**src/rtl/mem_lsu.sv**
```systemverilog
// MEM-stage load/store unit: one registered req/ack bus transfer per memory op with pipeline stall,
// endian-aware lane steering, alignment exceptions, LL/SC link tracking and a bus timeout.
module mem_lsu #(
   parameter int BIG_ENDIAN = 1,
   parameter int TIMEOUT    = 255
) (
   input  logic        clk,
   input  logic        rst,
   input  logic        req_valid_i,
   input  logic [7:0]  aluop_i,
   input  logic [31:0] addr_i,
   input  logic [31:0] wdata_i,
   input  logic        flush_i,
   input  logic        ll_clear_i,
   output logic        stall_o,
   output logic        done_o,
   output logic [31:0] rdata_o,
   output logic        adel_o,
   output logic        ades_o,
   output logic        timeout_o,
   output logic        llbit_o,
   output logic        bus_req_o,
   output logic        bus_we_o,
   output logic [31:0] bus_addr_o,
   output logic [3:0]  bus_sel_o,
   output logic [31:0] bus_wdata_o,
   input  logic        bus_ack_i,
   input  logic [31:0] bus_rdata_i,
   output logic [1:0]  dbg_state_o
);

   localparam logic [7:0] EXE_LB_OP  = 8'b11100000;
   localparam logic [7:0] EXE_LBU_OP = 8'b11100100;
   localparam logic [7:0] EXE_LH_OP  = 8'b11100001;
   localparam logic [7:0] EXE_LHU_OP = 8'b11100101;
   localparam logic [7:0] EXE_LW_OP  = 8'b11100011;
   localparam logic [7:0] EXE_LL_OP  = 8'b11110000;
   localparam logic [7:0] EXE_SB_OP  = 8'b11101000;
   localparam logic [7:0] EXE_SH_OP  = 8'b11101001;
   localparam logic [7:0] EXE_SW_OP  = 8'b11101011;
   localparam logic [7:0] EXE_SC_OP  = 8'b11111000;
   localparam int         CW         = (TIMEOUT > 1) ? $clog2(TIMEOUT) : 1;

   typedef enum logic [1:0] {
      S_IDLE = 2'd0,
      S_BUS  = 2'd1,
      S_RESP = 2'd2
   } state_t;

   state_t        r_state;
   state_t        w_state_nxt;
   logic [7:0]    r_op;
   logic [31:2]   r_addr;
   logic [1:0]    r_off;
   logic [3:0]    r_sel;
   logic          r_we;
   logic [31:0]   r_wdata;
   logic [31:0]   r_rdata;
   logic          r_llbit;
   logic [CW-1:0] r_cnt;
   logic          r_flushed;
   logic          r_timeout;

   logic          w_is_byte, w_is_half, w_is_word, w_is_load, w_is_store, w_mem_op;
   logic          w_misalign, w_idle, w_bus, w_accept, w_sc_fail, w_ack_ok, w_tmo_hit;
   logic [3:0]    w_sel;
   logic [31:0]   w_wdata;
   logic [1:0]    w_byte_lane;
   logic [7:0]    w_byte;
   logic [15:0]   w_half;
   logic [31:0]   w_load_data;

   assign w_is_byte  = (aluop_i == EXE_LB_OP) | (aluop_i == EXE_LBU_OP) | (aluop_i == EXE_SB_OP);
   assign w_is_half  = (aluop_i == EXE_LH_OP) | (aluop_i == EXE_LHU_OP) | (aluop_i == EXE_SH_OP);
   assign w_is_word  = (aluop_i == EXE_LW_OP) | (aluop_i == EXE_LL_OP) |
                       (aluop_i == EXE_SW_OP) | (aluop_i == EXE_SC_OP);
   assign w_is_load  = (aluop_i == EXE_LB_OP) | (aluop_i == EXE_LBU_OP) | (aluop_i == EXE_LH_OP) |
                       (aluop_i == EXE_LHU_OP) | (aluop_i == EXE_LW_OP) | (aluop_i == EXE_LL_OP);
   assign w_is_store = (aluop_i == EXE_SB_OP) | (aluop_i == EXE_SH_OP) |
                       (aluop_i == EXE_SW_OP) | (aluop_i == EXE_SC_OP);
   assign w_mem_op   = w_is_load | w_is_store;
   assign w_misalign = (w_is_half & addr_i[0]) | (w_is_word & (addr_i[1:0] != 2'b00));

   assign w_idle    = (r_state == S_IDLE);
   assign w_bus     = (r_state == S_BUS);
   assign w_accept  = w_idle & req_valid_i & w_mem_op & ~w_misalign & ~flush_i;
   assign w_sc_fail = (aluop_i == EXE_SC_OP) & ~r_llbit;
   // A flush seen at any point of the bus phase discards the result once the ack arrives.
   assign w_ack_ok  = bus_ack_i & ~(r_flushed | flush_i);
   assign w_tmo_hit = (TIMEOUT != 0) && (r_cnt == CW'(TIMEOUT - 1));

   always_comb begin
      w_sel   = 4'b1111;
      w_wdata = wdata_i;
      if (w_is_byte) begin
         w_sel   = (BIG_ENDIAN != 0) ? (4'b1000 >> addr_i[1:0]) : (4'b0001 << addr_i[1:0]);
         w_wdata = {4{wdata_i[7:0]}};
      end else if (w_is_half) begin
         w_sel   = ((BIG_ENDIAN != 0) ^ addr_i[1]) ? 4'b1100 : 4'b0011;
         w_wdata = {2{wdata_i[15:0]}};
      end
   end

   // Lane index counts from bit 0; big-endian offset 0 lives in the top lane.
   assign w_byte_lane = (BIG_ENDIAN != 0) ? ~r_off : r_off;
   assign w_half      = ((BIG_ENDIAN != 0) ^ r_off[1]) ? bus_rdata_i[31:16] : bus_rdata_i[15:0];

   always_comb begin
      case (w_byte_lane)
         2'd0:    w_byte = bus_rdata_i[7:0];
         2'd1:    w_byte = bus_rdata_i[15:8];
         2'd2:    w_byte = bus_rdata_i[23:16];
         default: w_byte = bus_rdata_i[31:24];
      endcase
   end

   always_comb begin
      case (r_op)
         EXE_LB_OP:  w_load_data = {{24{w_byte[7]}}, w_byte};
         EXE_LBU_OP: w_load_data = {24'd0, w_byte};
         EXE_LH_OP:  w_load_data = {{16{w_half[15]}}, w_half};
         EXE_LHU_OP: w_load_data = {16'd0, w_half};
         default:    w_load_data = bus_rdata_i;
      endcase
   end

   // Bus handshake: bus_req_o is held with stable addr/sel/we/wdata until the cycle bus_ack_i is
   // sampled high; that cycle completes the transfer and bus_rdata_i is valid only then.
   always_comb begin
      w_state_nxt = r_state;
      case (r_state)
         S_IDLE: begin
            if (w_accept) w_state_nxt = w_sc_fail ? S_RESP : S_BUS;
         end
         S_BUS: begin
            if (bus_ack_i)      w_state_nxt = w_ack_ok ? S_RESP : S_IDLE;
            else if (w_tmo_hit) w_state_nxt = S_IDLE;
         end
         default: w_state_nxt = S_IDLE;
      endcase
   end

   always_ff @(posedge clk) begin
      if (rst) begin
         r_state   <= S_IDLE;
         r_op      <= '0;
         r_addr    <= '0;
         r_off     <= '0;
         r_sel     <= '0;
         r_we      <= 1'b0;
         r_wdata   <= '0;
         r_rdata   <= '0;
         r_llbit   <= 1'b0;
         r_cnt     <= '0;
         r_flushed <= 1'b0;
         r_timeout <= 1'b0;
      end else begin
         r_state   <= w_state_nxt;
         r_timeout <= 1'b0;
         if (w_accept) begin
            r_op      <= aluop_i;
            r_addr    <= addr_i[31:2];
            r_off     <= addr_i[1:0];
            r_sel     <= w_sel;
            r_we      <= w_is_store;
            r_wdata   <= w_wdata;
            r_rdata   <= '0;
            r_cnt     <= '0;
            r_flushed <= 1'b0;
         end
         if (w_bus) begin
            r_cnt <= r_cnt + 1'b1;
            if (flush_i) r_flushed <= 1'b1;
            if (bus_ack_i)      r_rdata   <= (r_op == EXE_SC_OP) ? 32'd1 : w_load_data;
            else if (w_tmo_hit) r_timeout <= 1'b1;
         end
         if (ll_clear_i) begin
            r_llbit <= 1'b0;
         end else if (w_bus && w_ack_ok) begin
            if (r_op == EXE_LL_OP)      r_llbit <= 1'b1;
            else if (r_op == EXE_SC_OP) r_llbit <= 1'b0;
         end
      end
   end

   assign stall_o     = (w_idle & w_accept) | w_bus;
   assign done_o      = (r_state == S_RESP);
   assign rdata_o     = r_rdata;
   assign adel_o      = w_idle & req_valid_i & w_is_load & w_misalign;
   assign ades_o      = w_idle & req_valid_i & w_is_store & w_misalign;
   assign timeout_o   = r_timeout;
   assign llbit_o     = r_llbit;
   assign bus_req_o   = w_bus;
   assign bus_we_o    = w_bus & r_we;
   assign bus_addr_o  = {r_addr, 2'b00};
   assign bus_sel_o   = r_sel;
   assign bus_wdata_o = r_wdata;
   assign dbg_state_o = r_state;

endmodule

```
**config.mk**
```make
export PLATFORM = sky130hd
export DESIGN_NAME = mem_lsu
export DESIGN_NICKNAME = d
export VERILOG_FILES = /design/src/rtl/mem_lsu.sv
export SDC_FILE = /design/constraint.sdc
export NUM_CORES = 1
export LEC_CHECK = 0
export BUFFER_PORTS_ARGS = -buffer_cell sky130_fd_sc_hd__buf_2
export CORE_ASPECT_RATIO = 2
export CORE_MARGIN = 1
export CORE_UTILIZATION = 45
export DETAILED_ROUTE_END_ITERATION = 12
export PLACE_DENSITY = 0.74
export RECOVER_POWER = 100
export SETUP_SLACK_MARGIN = 0.2
export SYNTH_ARGS = -nofsm -noshare
export SYNTH_HDL_FRONTEND = slang
export SYNTH_SLANG_ARGS = --single-unit
```
**constraint.sdc**
```tcl
create_clock -name clk -period 5.1 [get_ports clk]
set_input_delay 1.53 -clock clk [delete_from_list [all_inputs] [get_ports clk]]
set_output_delay 1.53 -clock clk [all_outputs]
set_load 0.05 [all_outputs]
```
==> impl_summary.txt <==
----------------------------------------------------
[Status]
  Run status ... finished, violations left
  Violated checks ... max-capacitance violations, max-slew violations

[Finish]
  Number of diodes added for antenna fixing ... 0
  Relative area change from synthesis to final layout ... 24.43%
  Post-route insts no fill ... 1,005
  Nets@finish ... 957
  Final design area excluding fillers ... 0.007296 mm^2
  Final Core Density ... 0.5778
  Fraction of final layout cells sized beyond drive strength 1 ... 0.2035

[Floorplan]
  Floorplan die width ... 82.71 um
  Top-level I/O count ... 220
  Floorplan row count ... 58
  Initial standard-cell utilization of the core ... 0.4643
  Placeable core region ... 0.01263 mm^2
  Chip Height ... 163.4 um
  Area of the die ... 0.01352 mm^2

[Yosys]
  Sequential-to-total area share from yosys stat ... 0.4166
  Post-Synthesis Mean Instance Area ... 8.870 um^2
  Post-synthesis sequential element count ... 122
  Share of synthesized cell area in and, or, nand and nor gates ... 0.1387
  Yosys Warn Count ... 0
  Synthesized instance count ... 661
  Mux cell area share after synthesis ... 0.07426
  Netlist area before placement ... 0.005863 mm^2
  Number of enable flip-flop cells after synthesis ... 0
  Count of cell types in the netlist ... 69
  Combinational family with the most area after synthesis ... compound AO/OA/AOI/OAI gates
  Compound-cell area share of the yosys netlist ... 0.2960
  Post-synthesis share of cell area spent on full adders, half adders and majority gates ... 0.004268
  Xor-xnor portion of the synthesized cell area ... 0.004481
  Leading register cell type out of synthesis ... sky130_fd_sc_hd__dfxtp_1
  Proportion of synthesized flip-flops having asynchronous set or reset ... 0

[Clock tree]
  TritonCTS Buffers ... 17
  Clock latency on the worst-skew pair ... 0.40 ns
  Resize count post-CTS ... 0
  Root Buffer Master ... sky130_fd_sc_hd__clkbuf_16
  Number of post-CTS setup repair buffers ... 0
  Number of clock sinks ... 122
  CTS tree ... built
  Number of levels in the clock H-tree ... 4
  Clock tree buffer depth ... 2
  Post-CTS clock slew at the launch and capture registers of the worst setup and hold paths ... 0.05 ns
  Hold_buf cts ... 0

[STA]
  Actual transition at the worst max-transition pin ... 1.694 ns
  Maximum clock skew at final layout ... 0.009781 ns
  Max Transition Viols Final ... 112
  Total of endpoints with negative setup slack in the final report ... 0
  Setup repair after global routing missed its margin ... no
  Share of the clock period used by the worst path after layout ... 0.9364
  Highest achievable clock rate ... 209.4 MHz
  Final count of hold timing violations ... 0
  Worst relative slew slack ... -0.1296
  Crit path time final ... 4.776 ns
  Setup Total Neg Slack ... 0 ns
  Post-route worst setup slack ... 0.3242 ns

[Global routing]
  Maximum number of pins on one net before global-route repair ... 75
  Initial antenna violation count ... 0
  Via count of the first global-routing pass ... 5,700
  Tot GR Track Use ... 0.2819
  Wire length of the first global-routing pass ... 28.92 mm
  Overflow left after global routing ... 0

[Placed design]
  DP Wirelength ... 13.18 mm
  Placed cell count ... 976
  Count of input and output buffers ... 217
  Post-Place Cell Area ... 0.006894 mm^2
  Setup slack at placement ... 0.4857 ns
  Weighted congestion reported at the end of routability-driven placement ... 0.8789

[Drt]
  Vias/cell ... 6.026
  Mean routed wirelength per cell ... 18.77 um
  Post-route DRC ... 0
  Total via count after detailed routing ... 6,056
  Total detailed-routing wirelength ... 18.86 mm
  Post-route antenna net violation count ... 0
  Violation count after the first detailed-routing iteration ... 334
  Drt first pass iters ... 7

[Critical path]
  Data required time at the worst endpoint ... 3.57 ns
  Beginning of the critical path ... aluop_i[4]
  Reg2reg start ... r_op[7]
  Slack of the worst reg-to-reg path ... 2.12 ns
  CP max FO ... 10
  CP Class ... in -> out
  Worst Setup End Kind ... output pin
  Endpoint arrival time on the critical path ... 3.25 ns
  Kind of launch point of the worst setup path ... input port

[Power]
  Static Leakage ... 2.642 nW
  Power per standard cell area ... 317.9 mW/mm^2
  Highest ir drop seen on vdd ... 0.2810 mV

[Worst hold path]
  Worst min-delay path startpoint ... r_we
  Class of the worst hold path ... reg -> reg

[Run]
  Max capacitance violation total ... 2

----------------------------------------------------
==> synthesized netlist by cell type (4+ instances only) <==
master                        n  area share
sky130_fd_sc_hd__nor3_1      11      0.0094
sky130_fd_sc_hd__nor2b_1      4      0.0043
sky130_fd_sc_hd__a32o_1       5      0.0085
sky130_fd_sc_hd__mux2i_1     21       0.036
sky130_fd_sc_hd__buf_2       18       0.015
sky130_fd_sc_hd__nor2_1      17       0.011
sky130_fd_sc_hd__o21a_1       5      0.0064
sky130_fd_sc_hd__nand4_1      5      0.0053
sky130_fd_sc_hd__clkbuf_1    26       0.017
sky130_fd_sc_hd__buf_4       13       0.017
sky130_fd_sc_hd__o2111ai_1    8       0.012
sky130_fd_sc_hd__o21ai_0     63       0.054
sky130_fd_sc_hd__a21oi_1    102       0.087
sky130_fd_sc_hd__nand2_1     24       0.015
sky130_fd_sc_hd__inv_1       10      0.0064
sky130_fd_sc_hd__o22ai_1     11       0.012
sky130_fd_sc_hd__a311oi_1     5      0.0075
sky130_fd_sc_hd__dfxtp_1    122        0.42
sky130_fd_sc_hd__mux2_2       9       0.017
sky130_fd_sc_hd__o21ai_1     10      0.0085
sky130_fd_sc_hd__buf_6        4      0.0077
sky130_fd_sc_hd__a211oi_1     9       0.012
sky130_fd_sc_hd__nand3_1     61       0.052
sky130_fd_sc_hd__o2bb2ai_1   25       0.037
==> placed cells by master, fill, tap and decap left out, types with 3 or more instances in the layout <==
cell type,count
sky130_fd_sc_hd__a211oi_1,9
sky130_fd_sc_hd__a21oi_1,102
sky130_fd_sc_hd__o21a_1,5
sky130_fd_sc_hd__a311oi_1,5
sky130_fd_sc_hd__a21o_1,3
sky130_fd_sc_hd__nand2_1,24
sky130_fd_sc_hd__inv_1,10
sky130_fd_sc_hd__buf_2,109
sky130_fd_sc_hd__o21ai_0,64
sky130_fd_sc_hd__nand3_1,61
sky130_fd_sc_hd__xor2_1,3
sky130_fd_sc_hd__nor2_1,17
sky130_fd_sc_hd__mux2_2,9
sky130_fd_sc_hd__clkbuf_16,17
sky130_fd_sc_hd__nor3b_1,3
sky130_fd_sc_hd__clkbuf_1,107
sky130_fd_sc_hd__nor2b_1,4
sky130_fd_sc_hd__buf_4,6
sky130_fd_sc_hd__nand4_1,5
sky130_fd_sc_hd__mux4_1,3
sky130_fd_sc_hd__o22ai_1,11
sky130_fd_sc_hd__clkinvlp_4,4
sky130_fd_sc_hd__a32o_1,5
sky130_fd_sc_hd__o2bb2ai_1,25
sky130_fd_sc_hd__o2111ai_1,8
sky130_fd_sc_hd__a221oi_1,3
sky130_fd_sc_hd__o21ai_1,9
sky130_fd_sc_hd__dfxtp_1,122
sky130_fd_sc_hd__o32ai_1,3
sky130_fd_sc_hd__mux2i_1,21
sky130_fd_sc_hd__nand2b_1,3
sky130_fd_sc_hd__nor3_1,10
sky130_fd_sc_hd__clkbuf_2,5
==> through the flow <==
stage	hold WS, ns	power, mW
2_1_floorplan	0.4314	1.084
3_3_place_gp	0.4387	1.163
3_5_place_dp	0.4373	1.165
6_report	0.4511	2.320
5_1_grt	0.4669	2.395
4_1_cts	0.4506	2.338
==> worst paths after layout <==
path | end | cells past startpoint
worst min register to register | r_we | 2
worst max-delay path | stall_o | 6
worst max register to register | rdata_o[21] | 5
worst min-delay path | r_we | 2
==> layer usage <==
layer  share of wire  track usage
met1            0.37       0.3008
met2            0.53       0.4974
met4           0.045       0.1481
met5               0            0
met3           0.057      0.06145
==> cell families after synthesis <==
| logic type | Yosys count |
|---|---|
| other | 1 |
| adder cells (fa/ha/maj) | 2 |
| multiplexers | 35 |
| AO/OA/AOI/OAI | 272 |
| XOR/XNOR | 3 |
| AND/OR/NAND/NOR | 152 |
| buffers and inverters | 74 |
| flip-flops | 122 |
==> report_power, final <==
group,internal [mW],switching (mW),total (mW)
registers,0.958,0.00329,0.961
clock network,0.739,0.439,1.18
logic,0.0635,0.117,0.181
total,1.76,0.559,2.32
==> state kept, by name, summed over array words and instances, names as in the netlist, 2 cells and up <==
register / flops
r_off: 2
bus_wdata_o: 32
bus_sel_o: 4
r_cnt: 8
r_addr: 30
rdata_o: 32
r_op: 8
dbg_state_o: 2
==> cell type report <==
cell class,instances,area [um^2]
multi-input combinational,466,3033
timing repair buffer,227,1017
sequential,122,2442
tap,150,187.7
inverter,11,41.29
clock inverter,10,121.4
fill,1274,5331
clock buffer,19,452.9
==> worst max-delay path: stages <==
cell and delay (ns):
sky130_fd_sc_hd__clkbuf_1 0.18, sky130_fd_sc_hd__nor3b_1 0.28, sky130_fd_sc_hd__a21oi_1 0.12, sky130_fd_sc_hd__or3_2 0.44, sky130_fd_sc_hd__o21ai_0 0.35, sky130_fd_sc_hd__clkbuf_2 0.35
Power figures use the tool's default switching activity.
